==> src/rtl/bram_fifo_p_if.sv <==
// Push/pop bus of bram_fifo_p: write side with full/watermark backpressure,
// read side with fixed 2-clock read latency, plus occupancy and sticky error flags.
interface bram_fifo_p_if #(
    parameter int FIFO_WIDTH = 32,
    parameter int ADDR_WIDTH = 5
);
    logic                  push;
    logic [FIFO_WIDTH-1:0] push_data;
    logic                  full;
    logic                  almost_full;
    logic                  pop;
    logic [FIFO_WIDTH-1:0] rd_data;
    logic                  empty;
    logic [ADDR_WIDTH:0]   count;
    logic                  overflow_err;
    logic                  underflow_err;

    modport master (
        output push, push_data, pop,
        input  full, almost_full, rd_data, empty, count, overflow_err, underflow_err
    );

    modport slave (
        input  push, push_data, pop,
        output full, almost_full, rd_data, empty, count, overflow_err, underflow_err
    );
endinterface

==> src/rtl/bram_fifo_p.sv <==
// Single-clock FIFO on an inferred block RAM; read data arrives 2 clocks after
// an accepted pop (registered RAM output followed by an output register).
module bram_fifo_p #(
    parameter int FIFO_WIDTH = 32,
    parameter int ADDR_WIDTH = 5,
    parameter int WATERMARK  = 28
) (
    input  logic         clk,
    input  logic         rst_n,
    bram_fifo_p_if.slave bus
);
    localparam int DEPTH = 1 << ADDR_WIDTH;

    typedef logic [ADDR_WIDTH:0]     ptr_t;
    typedef logic [ADDR_WIDTH-1:0]   addr_t;
    typedef logic [FIFO_WIDTH-1:0]   data_t;

    data_t mem [DEPTH];

    ptr_t  wr_ptr_q,  wr_ptr_d;
    ptr_t  rd_ptr_q,  rd_ptr_d;
    addr_t rd_addr_q, rd_addr_d;
    logic  rd_v1_q,   rd_v1_d;
    logic  rd_v2_q,   rd_v2_d;
    data_t ram_q,     ram_d;
    data_t rd_data_q, rd_data_d;
    logic  ovf_q,     ovf_d;
    logic  unf_q,     unf_d;

    ptr_t  count;
    logic  empty;
    logic  full;
    logic  push_ok;
    logic  pop_ok;

    // Flags are decoded from the pointer registers, so they follow the edge after an accepted op.
    assign count   = wr_ptr_q - rd_ptr_q;
    assign empty   = (wr_ptr_q == rd_ptr_q);
    assign full    = (wr_ptr_q[ADDR_WIDTH-1:0] == rd_ptr_q[ADDR_WIDTH-1:0]) &&
                     (wr_ptr_q[ADDR_WIDTH] != rd_ptr_q[ADDR_WIDTH]);
    assign push_ok = bus.push && !full;
    assign pop_ok  = bus.pop && !empty;

    always_comb begin
        wr_ptr_d  = wr_ptr_q + ptr_t'(push_ok);
        rd_ptr_d  = rd_ptr_q + ptr_t'(pop_ok);
        rd_addr_d = pop_ok ? rd_ptr_q[ADDR_WIDTH-1:0] : rd_addr_q;
        // rd_v1/rd_v2 track a pop through the two read stages so rd_data only moves for real pops.
        rd_v1_d   = pop_ok;
        rd_v2_d   = rd_v1_q;
        ram_d     = rd_v1_q ? mem[rd_addr_q] : ram_q;
        rd_data_d = rd_v2_q ? ram_q : rd_data_q;
        ovf_d     = ovf_q | (bus.push & full);
        unf_d     = unf_q | (bus.pop & empty);
    end

    // NOTE: state flops use non-blocking assignments so every flop samples pre-edge values.
    always_ff @(posedge clk) begin
        if (!rst_n) begin
            wr_ptr_q  <= '0;
            rd_ptr_q  <= '0;
            rd_addr_q <= '0;
            rd_v1_q   <= 1'b0;
            rd_v2_q   <= 1'b0;
            ram_q     <= '0;
            rd_data_q <= '0;
            ovf_q     <= 1'b0;
            unf_q     <= 1'b0;
        end else begin
            wr_ptr_q  <= wr_ptr_d;
            rd_ptr_q  <= rd_ptr_d;
            rd_addr_q <= rd_addr_d;
            rd_v1_q   <= rd_v1_d;
            rd_v2_q   <= rd_v2_d;
            ram_q     <= ram_d;
            rd_data_q <= rd_data_d;
            ovf_q     <= ovf_d;
            unf_q     <= unf_d;
        end
    end

    // NOTE: the array has no reset so it maps onto block RAM; stale contents are never
    // visible because only addresses behind wr_ptr are ever read.
    always_ff @(posedge clk) begin
        if (push_ok) begin
            mem[wr_ptr_q[ADDR_WIDTH-1:0]] <= bus.push_data;
        end
    end

    assign bus.full          = full;
    assign bus.empty         = empty;
    assign bus.count         = count;
    assign bus.almost_full   = (count >= ptr_t'(WATERMARK));
    assign bus.rd_data       = rd_data_q;
    assign bus.overflow_err  = ovf_q;
    assign bus.underflow_err = unf_q;
endmodule

==> src/flat_wrapper.sv <==
// flat-port wrapper written by rule: the top's interface ports become plain ports
module bram_fifo_p_flat 
#(
    parameter int FIFO_WIDTH = 32,
    parameter int ADDR_WIDTH = 5,
    parameter int WATERMARK  = 28
)
  (clk, rst_n, bus_push, bus_push_data, bus_pop, bus_full, bus_almost_full, bus_rd_data, bus_empty, bus_count, bus_overflow_err, bus_underflow_err);
  bram_fifo_p_if #(.FIFO_WIDTH(FIFO_WIDTH), .ADDR_WIDTH(ADDR_WIDTH)) bus_i ();
  input  logic clk;
  input  logic rst_n;
  input wire logic [$bits(bus_i.push)-1:0] bus_push;
  input wire logic [$bits(bus_i.push_data)-1:0] bus_push_data;
  input wire logic [$bits(bus_i.pop)-1:0] bus_pop;
  output wire logic [$bits(bus_i.full)-1:0] bus_full;
  output wire logic [$bits(bus_i.almost_full)-1:0] bus_almost_full;
  output wire logic [$bits(bus_i.rd_data)-1:0] bus_rd_data;
  output wire logic [$bits(bus_i.empty)-1:0] bus_empty;
  output wire logic [$bits(bus_i.count)-1:0] bus_count;
  output wire logic [$bits(bus_i.overflow_err)-1:0] bus_overflow_err;
  output wire logic [$bits(bus_i.underflow_err)-1:0] bus_underflow_err;
  assign bus_i.push = bus_push;
  assign bus_i.push_data = bus_push_data;
  assign bus_i.pop = bus_pop;
  assign bus_full = bus_i.full;
  assign bus_almost_full = bus_i.almost_full;
  assign bus_rd_data = bus_i.rd_data;
  assign bus_empty = bus_i.empty;
  assign bus_count = bus_i.count;
  assign bus_overflow_err = bus_i.overflow_err;
  assign bus_underflow_err = bus_i.underflow_err;
  bram_fifo_p #(.FIFO_WIDTH(FIFO_WIDTH), .ADDR_WIDTH(ADDR_WIDTH), .WATERMARK(WATERMARK)) u_core (.clk(clk), .rst_n(rst_n), .bus(bus_i));
endmodule
==> config.mk <==
export PLATFORM = sky130hd
export DESIGN_NAME = bram_fifo_p_flat
export DESIGN_NICKNAME = d
export VERILOG_FILES = /design/src/rtl/bram_fifo_p_if.sv /design/src/rtl/bram_fifo_p.sv /design/src/flat_wrapper.sv
export SDC_FILE = /design/constraint.sdc
export NUM_CORES = 1
export LEC_CHECK = 0
export BUFFER_PORTS_ARGS = -buffer_cell sky130_fd_sc_hd__buf_2
export CORE_MARGIN = 3
export CORE_UTILIZATION = 50
export DETAILED_ROUTE_END_ITERATION = 8
export GPL_TIMING_DRIVEN = 0
export PLACE_DENSITY = 0.75
export SYNTH_ARGS = -nofsm -noshare
export SYNTH_HDL_FRONTEND = slang
export SYNTH_SLANG_ARGS = --single-unit
==> constraint.sdc <==
create_clock -name clk -period 5.2 [get_ports clk]
set_input_delay 0.26 -clock clk [delete_from_list [all_inputs] [get_ports clk]]
set_output_delay 0.26 -clock clk [all_outputs]
set_load 0.01 [all_outputs]
==> reports/results.tsv, run 1 <==
metric	value	unit
status	finished, violations left	
violations	capacitance limit, slew limit	
drt_iter0_markers	3392	
power_leakage	0.0148	uW
ir_worst_vdd	0.257	mV
clockRootBuffer	clkbuf_16	
final_cells	3909	
clk_latency	0.67	ns
synthAdderAreaFrac	0.310	%
crit_arrival	4.18	ns
synth_top_area_cell	edfxtp_1	
drive_gt1_share	12.8	%
yosys_warnings	0	
syn_nets	2510	
drt.antenna.violating_nets	0	
avgRoutedWirePerCell	30.1	um
antenna_found_initial	1	
syn_inst	2464	
yosys.area.top_type_share	71.8	%
clkTransAtPathRegs	0.06	ns
first_pass_iters	5	
path_common_cell	nand3_1	
cts_max_path_buffers	3	
layout_commonest_cell	edfxtp_1	
power_frac_seq	53.3	%
path_max_fanout	17	
fp.dieW	299	um
slew_headroom	-2.87	%
synth_mux_area_share	12.7	%
p_sw	4010	uW
placed_area	0.0455	sq mm
die_h	299	um
h-tree-depth	3	
placeableCoreArea	0.0842	sq mm
synth_area_leaders	edfxtp_1 72%, mux2i_1 13%, a22oi_1 4.5%	
layout_common_cells	1024 x edfxtp_1, 544 x mux2i_1, 256 x a22oi_1	
synthXorXnorAreaFrac	0.205	%
cts_tree	built	
start_util	50.8	%
synth_area	0.0428	sq mm
via_per_inst	6.29	
ys_ff_latch	1109	
p_sw_share	21.6	%
route.vias.total	24581	
clock-sinks	1109	
crit_slowest_cell	nor2_4	
io_pins	79	
overflow	0	
wl	118000	um
path_cells	inv_1 > ha_1 > nand3_1 > nor2_1 > nand2_1 > and2_1 > clkbuf_1 > nand3_1 > nor2_4 > buf_12	
grt_max_degree	33	
cp.buffers_inverters	3	
min_path_type	in -> reg	
period_share	73.5	%
synth-compound-area-share	6.93	%
powerDensity	379	mW/mm^2
antenna_cells	0	
setup_violations	0	
yosys.area_share.simple	1.92	%
synth_cell_types	34	
dp_hpwl	74900	um
synth_seq_area_share	75.8	%
dieArea	0.0892	sq mm
io_buffers	78	
ff2ff_setup_slack	1.38	ns
startpoint_type	flip-flop	
core.rowCount	106	
crit_required	5.56	ns
fin_nets	2731	
drcViolationCount	0	
critPathCaptureType	flip-flop	
syn_area_per_cell	17.4	sq um
worst_pin_slew	1.54	ns
slew_violations	11	
cp_top_family	simple AND/OR/NAND/NOR gates	
area_growth_syn_to_layout	14.3	%
fmaxAchievable	262	MHz
power_frac_comb	6.3	%
power	18500	uW
track_usage	26.0	%
hold_viol_final	0	
gp_congestion	0.836	
clock_power_share	40.5	%
first_global_vias	24377	
numCtsBuffers	107	
fin_skew	0.0318	ns
tns	0	ns
period_minus_slack	3.82	ns
grt_pass1_wl	167000	um
fill_cells	6046	
slowest_delay	1.07	ns
synth_top_family_by_area	multiplexers	
dp.cells	3708	
finalInstanceArea	0.0489	sq mm
rsz0062_at_grt	false	
setup.worst_path.class	reg -> reg	
p_int	14500	uW
cap_violations	1	
[sequential cells by signal, indices dropped and copies added (netlist names)]
register,count
u_core.rd_v1_q,1
u_core.bus.rd_data,32
u_core.rd_v2_q,1
u_core.ram_q,32
u_core.bus.underflow_err,1
u_core.bus.overflow_err,1
u_core.mem,1024
u_core.rd_addr_q,5
u_core.rd_ptr_q,6
u_core.wr_ptr_q,6
[cells in the mapped netlist (all sizes together)]
library cell  number
xor2               4
nor2              80
dfxtp             85
nand3b             3
xnor2              6
o211ai             1
a21oi            170
edfxtp          1024
a21boi             1
o21ai             34
nor3               3
buf               59
nand2b             3
or4               33
mux2i            544
or2                1
nand2             19
nand3             11
ha                 9
and2               7
clkbuf            91
nor2b              3
fa                 1
a22oi            256
or3b               1
or3                2
a31o               1
inv               12
[power by group through the flow]
stage | registers (uW) | clock network (uW) | logic (uW)
3_3_place_gp | 10100 | 0 | 1070
6_report | 9880 | 7510 | 1160
2_1_floorplan | 10100 | 0 | 671
3_5_place_dp | 10100 | 0 | 1130
5_1_grt | 9880 | 7900 | 1210
4_1_cts | 9870 | 7540 | 1140
[routing by layer]
layer	up-vias	share of wire, %	GRT usage, %	wire (um)
met3	328	11	5.88	13100
li1	10246	-	-	-
met4	0	4.8	11.7	5680
met2	1676	47	41.9	55700
met5	-	0	0	0
met1	12331	37	33.9	43300
[path summary, 6_finish.rpt]
check	to	startpoint	cells past startpoint
worst min register to register	u_core.rd_addr_q[4]$_SDFFE_PN0N_	u_core.rd_ptr_q[4]$_SDFF_PN0_	2
worst min-delay path	u_core.mem[4][18]$_DFFE_PP_	bus_push_data[18]	1
worst max-delay path	u_core.mem[16][15]$_DFFE_PP_	u_core.rd_ptr_q[2]$_SDFF_PN0_	10
worst max register to register	u_core.mem[16][15]$_DFFE_PP_	u_core.rd_ptr_q[2]$_SDFF_PN0_	10
[cell type report]
cell class                      count  area, sq um  share of cell area [%]
Multi-Input combinational cell   1193         9690                    19.8
Tap cell                         1134         1420                    2.90
Clock inverter                     54          448                   0.915
Sequential cell                  1109        32500                    66.3
Buffer                            150          872                    1.78
Clock buffer                      145         2940                    6.01
Timing Repair Buffer              112         1070                    2.19
Inverter                           12         45.0                  0.0920
[repair_timing]
action,CTS,global route
hold buffers,2,0
buffers inserted,0,0
gates resized for setup,0,0
endpoints found under the hold margin,2,0
[through the flow]
step	utilization, %	hold WS (ns)	setup slack [ns]
after floorplan	-	0.359	1.90
after global placement	53.0	0.453	-0.463
after detailed placement	54.1	0.456	1.47
after CTS	58.1	0.0555	1.43
after global routing	58.1	0.0863	1.25
final	58.1	0.0805	1.38
[cell families (layout without fill, tap and decap cells)]
group | count (synthesis) | in the layout
adder cells (fa/ha/maj) | 10 | 10
multiplexers | 544 | 544
flip-flops | 1109 | 1109
AO/OA/AOI/OAI | 463 | 463
buffers and inverters | 162 | 473
AND/OR/NAND/NOR | 166 | 166
XOR/XNOR | 10 | 10
(Power assumes the default switching activity.)
==> run 2, diff against run 1 <==
clock period = 3.6 ns   (was 5.2 ns; I/O delays follow)
==> reports/results.tsv, run 2 (synthesized netlist as in run 1, its figures left out) <==
metric	value	unit	change
status	finished, violations left		unchanged
violations	capacitance limit, slew limit		unchanged
die_h	299	um	unchanged
critPathCaptureType	flip-flop		unchanged
placeableCoreArea	0.0842	sq mm	unchanged
core.rowCount	106		unchanged
drt_iter0_markers	3728		was 3392
startpoint_type	flip-flop		unchanged
final_cells	3976		was 3909
first_global_vias	24713		was 24377
wl	122000	um	was 118000 um
numCtsBuffers	107		unchanged
period_minus_slack	3.42	ns	was 3.82 ns
area_growth_syn_to_layout	16.3	%	was 14.3%
start_util	50.8	%	unchanged
slew_headroom	-2.87	%	about the same
antenna_found_initial	1		unchanged
setup_violations	0		unchanged
cap_violations	1		unchanged
hold_viol_final	0		unchanged
path_max_fanout	18		was 17
drt.antenna.violating_nets	0		unchanged
slew_violations	11		unchanged
largest_register_ffs	1024		unchanged
min_path_type	in -> reg		unchanged
cts_tree	built		unchanged
first_pass_iters	6		was 5
cts_max_path_buffers	3		unchanged
io_pins	79		unchanged
grt_pass1_wl	169000	um	was 167000 um
power_leakage	0.0152	uW	was 0.0148 uW
avgRoutedWirePerCell	30.7	um	was 30.1 um
worst_pin_slew	1.54	ns	about the same
via_per_inst	6.35		was 6.29
fmaxAchievable	293	MHz	was 262 MHz
fp.dieW	299	um	unchanged
clk_latency	0.68	ns	was 0.67 ns
power	26900	uW	was 18500 uW
gp_congestion	0.836		unchanged
overflow	0		unchanged
dieArea	0.0892	sq mm	unchanged
period_share	94.9	%	was 73.5%
drive_gt1_share	14.4	%	was 12.8%
p_sw_share	21.8	%	was 21.6%
track_usage	26.4	%	was 26.0%
p_sw	5850	uW	was 4010 uW
tns	0	ns	unchanged
p_int	21000	uW	was 14500 uW
cts-resized-gates	0		unchanged
drcViolationCount	0		unchanged
fin_nets	2796		was 2731
layout_common_cells	1024 x edfxtp_1, 544 x mux2i_1, 256 x a22oi_1		unchanged
power_frac_comb	6.5	%	was 6.3%
powerDensity	540	mW/mm^2	was 379 mW/mm^2
clock-sinks	1109		unchanged
clockRootBuffer	clkbuf_16		unchanged
crit_arrival	3.76	ns	was 4.18 ns
layout_commonest_cell	edfxtp_1		unchanged
grt_max_degree	33		unchanged
crit_required	3.94	ns	was 5.56 ns
setup.worst_path.class	reg -> reg		unchanged
fin_skew	0.0403	ns	was 0.0318 ns
clkTransAtPathRegs	0.06	ns	about the same
h-tree-depth	3		unchanged
dp.cells	3708		unchanged
clock_power_share	40.4	%	was 40.5%
power_frac_seq	53.1	%	was 53.3%
io_buffers	78		unchanged
route.vias.total	25260		was 24581
ir_worst_vdd	0.378	mV	was 0.257 mV
rsz0062_at_grt	false		unchanged
dp_hpwl	74900	um	unchanged
-- run 2: worst max-delay path, cell delays in order, from the launching register on --
cell	delay (ns)
dfxtp_1	0.43
inv_1	0.11
ha_1	0.37
nand3_1	0.16
nor2_1	0.07
nand2_1	0.07
and2_1	0.15
clkbuf_1	0.25
nand3_1	0.75
nor2_4	0.47
buf_12	0.26
-- run 2: power by group through the flow --
stage	registers [uW]	logic [uW]	clock network [uW]
6_report	14300	1740	10900
5_1_grt	14300	1810	11400
4_1_cts	14300	1670	10900
3_5_place_dp	14500	1640	0
3_3_place_gp	14500	1550	0
2_1_floorplan	14500	970	0
-- run 2: path summary, 6_finish.rpt --
kind	from	cells past startpoint	slack, ns	end
worst max-delay path	u_core.rd_ptr_q[2]$_SDFF_PN0_	10	0.18	u_core.mem[23][29]$_DFFE_PP_
worst min-delay path	bus_push_data[20]	1	0.03	u_core.mem[5][20]$_DFFE_PP_
worst max register to register	u_core.rd_ptr_q[2]$_SDFF_PN0_	10	0.18	u_core.mem[23][29]$_DFFE_PP_
worst min register to register	u_core.rd_ptr_q[4]$_SDFF_PN0_	2	0.48	u_core.rd_addr_q[4]$_SDFFE_PN0N_
-- run 2: final cells by class --
type | count | area, sq um
Inverter | 12 | 45.0
Timing Repair Buffer | 177 | 1900
Antenna cell | 2 | 5.00
Tap cell | 1134 | 1420
Multi-Input combinational cell | 1193 | 9690
Fill cell | 5913 | 34400
Clock inverter | 54 | 448
Clock buffer | 145 | 2940
Sequential cell | 1109 | 32500
Buffer | 150 | 872
-- run 2: metal layers --
layer	global-route usage, %	part of all wire [%]	vias up
li1	-	-	10372
met1	34.2	36	12597
met2	42.3	47	1882
met3	6.19	12	409
met4	12.7	5.2	0
met5	0	0	-
-- run 2: repair_timing --
| item | 4_1_cts | 5_1_grt |
|---|---|---|
| setup buffers | 20 | 33 |
| endpoints found under the setup margin | 196 | 423 |
| pin swaps | 11 | 20 |
| hold buffers | 14 | 0 |
| hold endpoints to repair | 242 | 0 |
-- run 2: per-stage QoR --
step	util [%]	hold slack (ns)	setup WS (ns)	cell area (sq um)
3_3_place_gp	53.0	0.437	-2.06	44600
3_5_place_dp	54.1	0.450	-0.134	45500
5_1_grt	59.1	0.0300	0.0739	49800
6_report	59.1	0.0288	0.182	49800
4_1_cts	58.6	0.00447	0.000740	49400
2_1_floorplan	-	0.279	0.305	42800
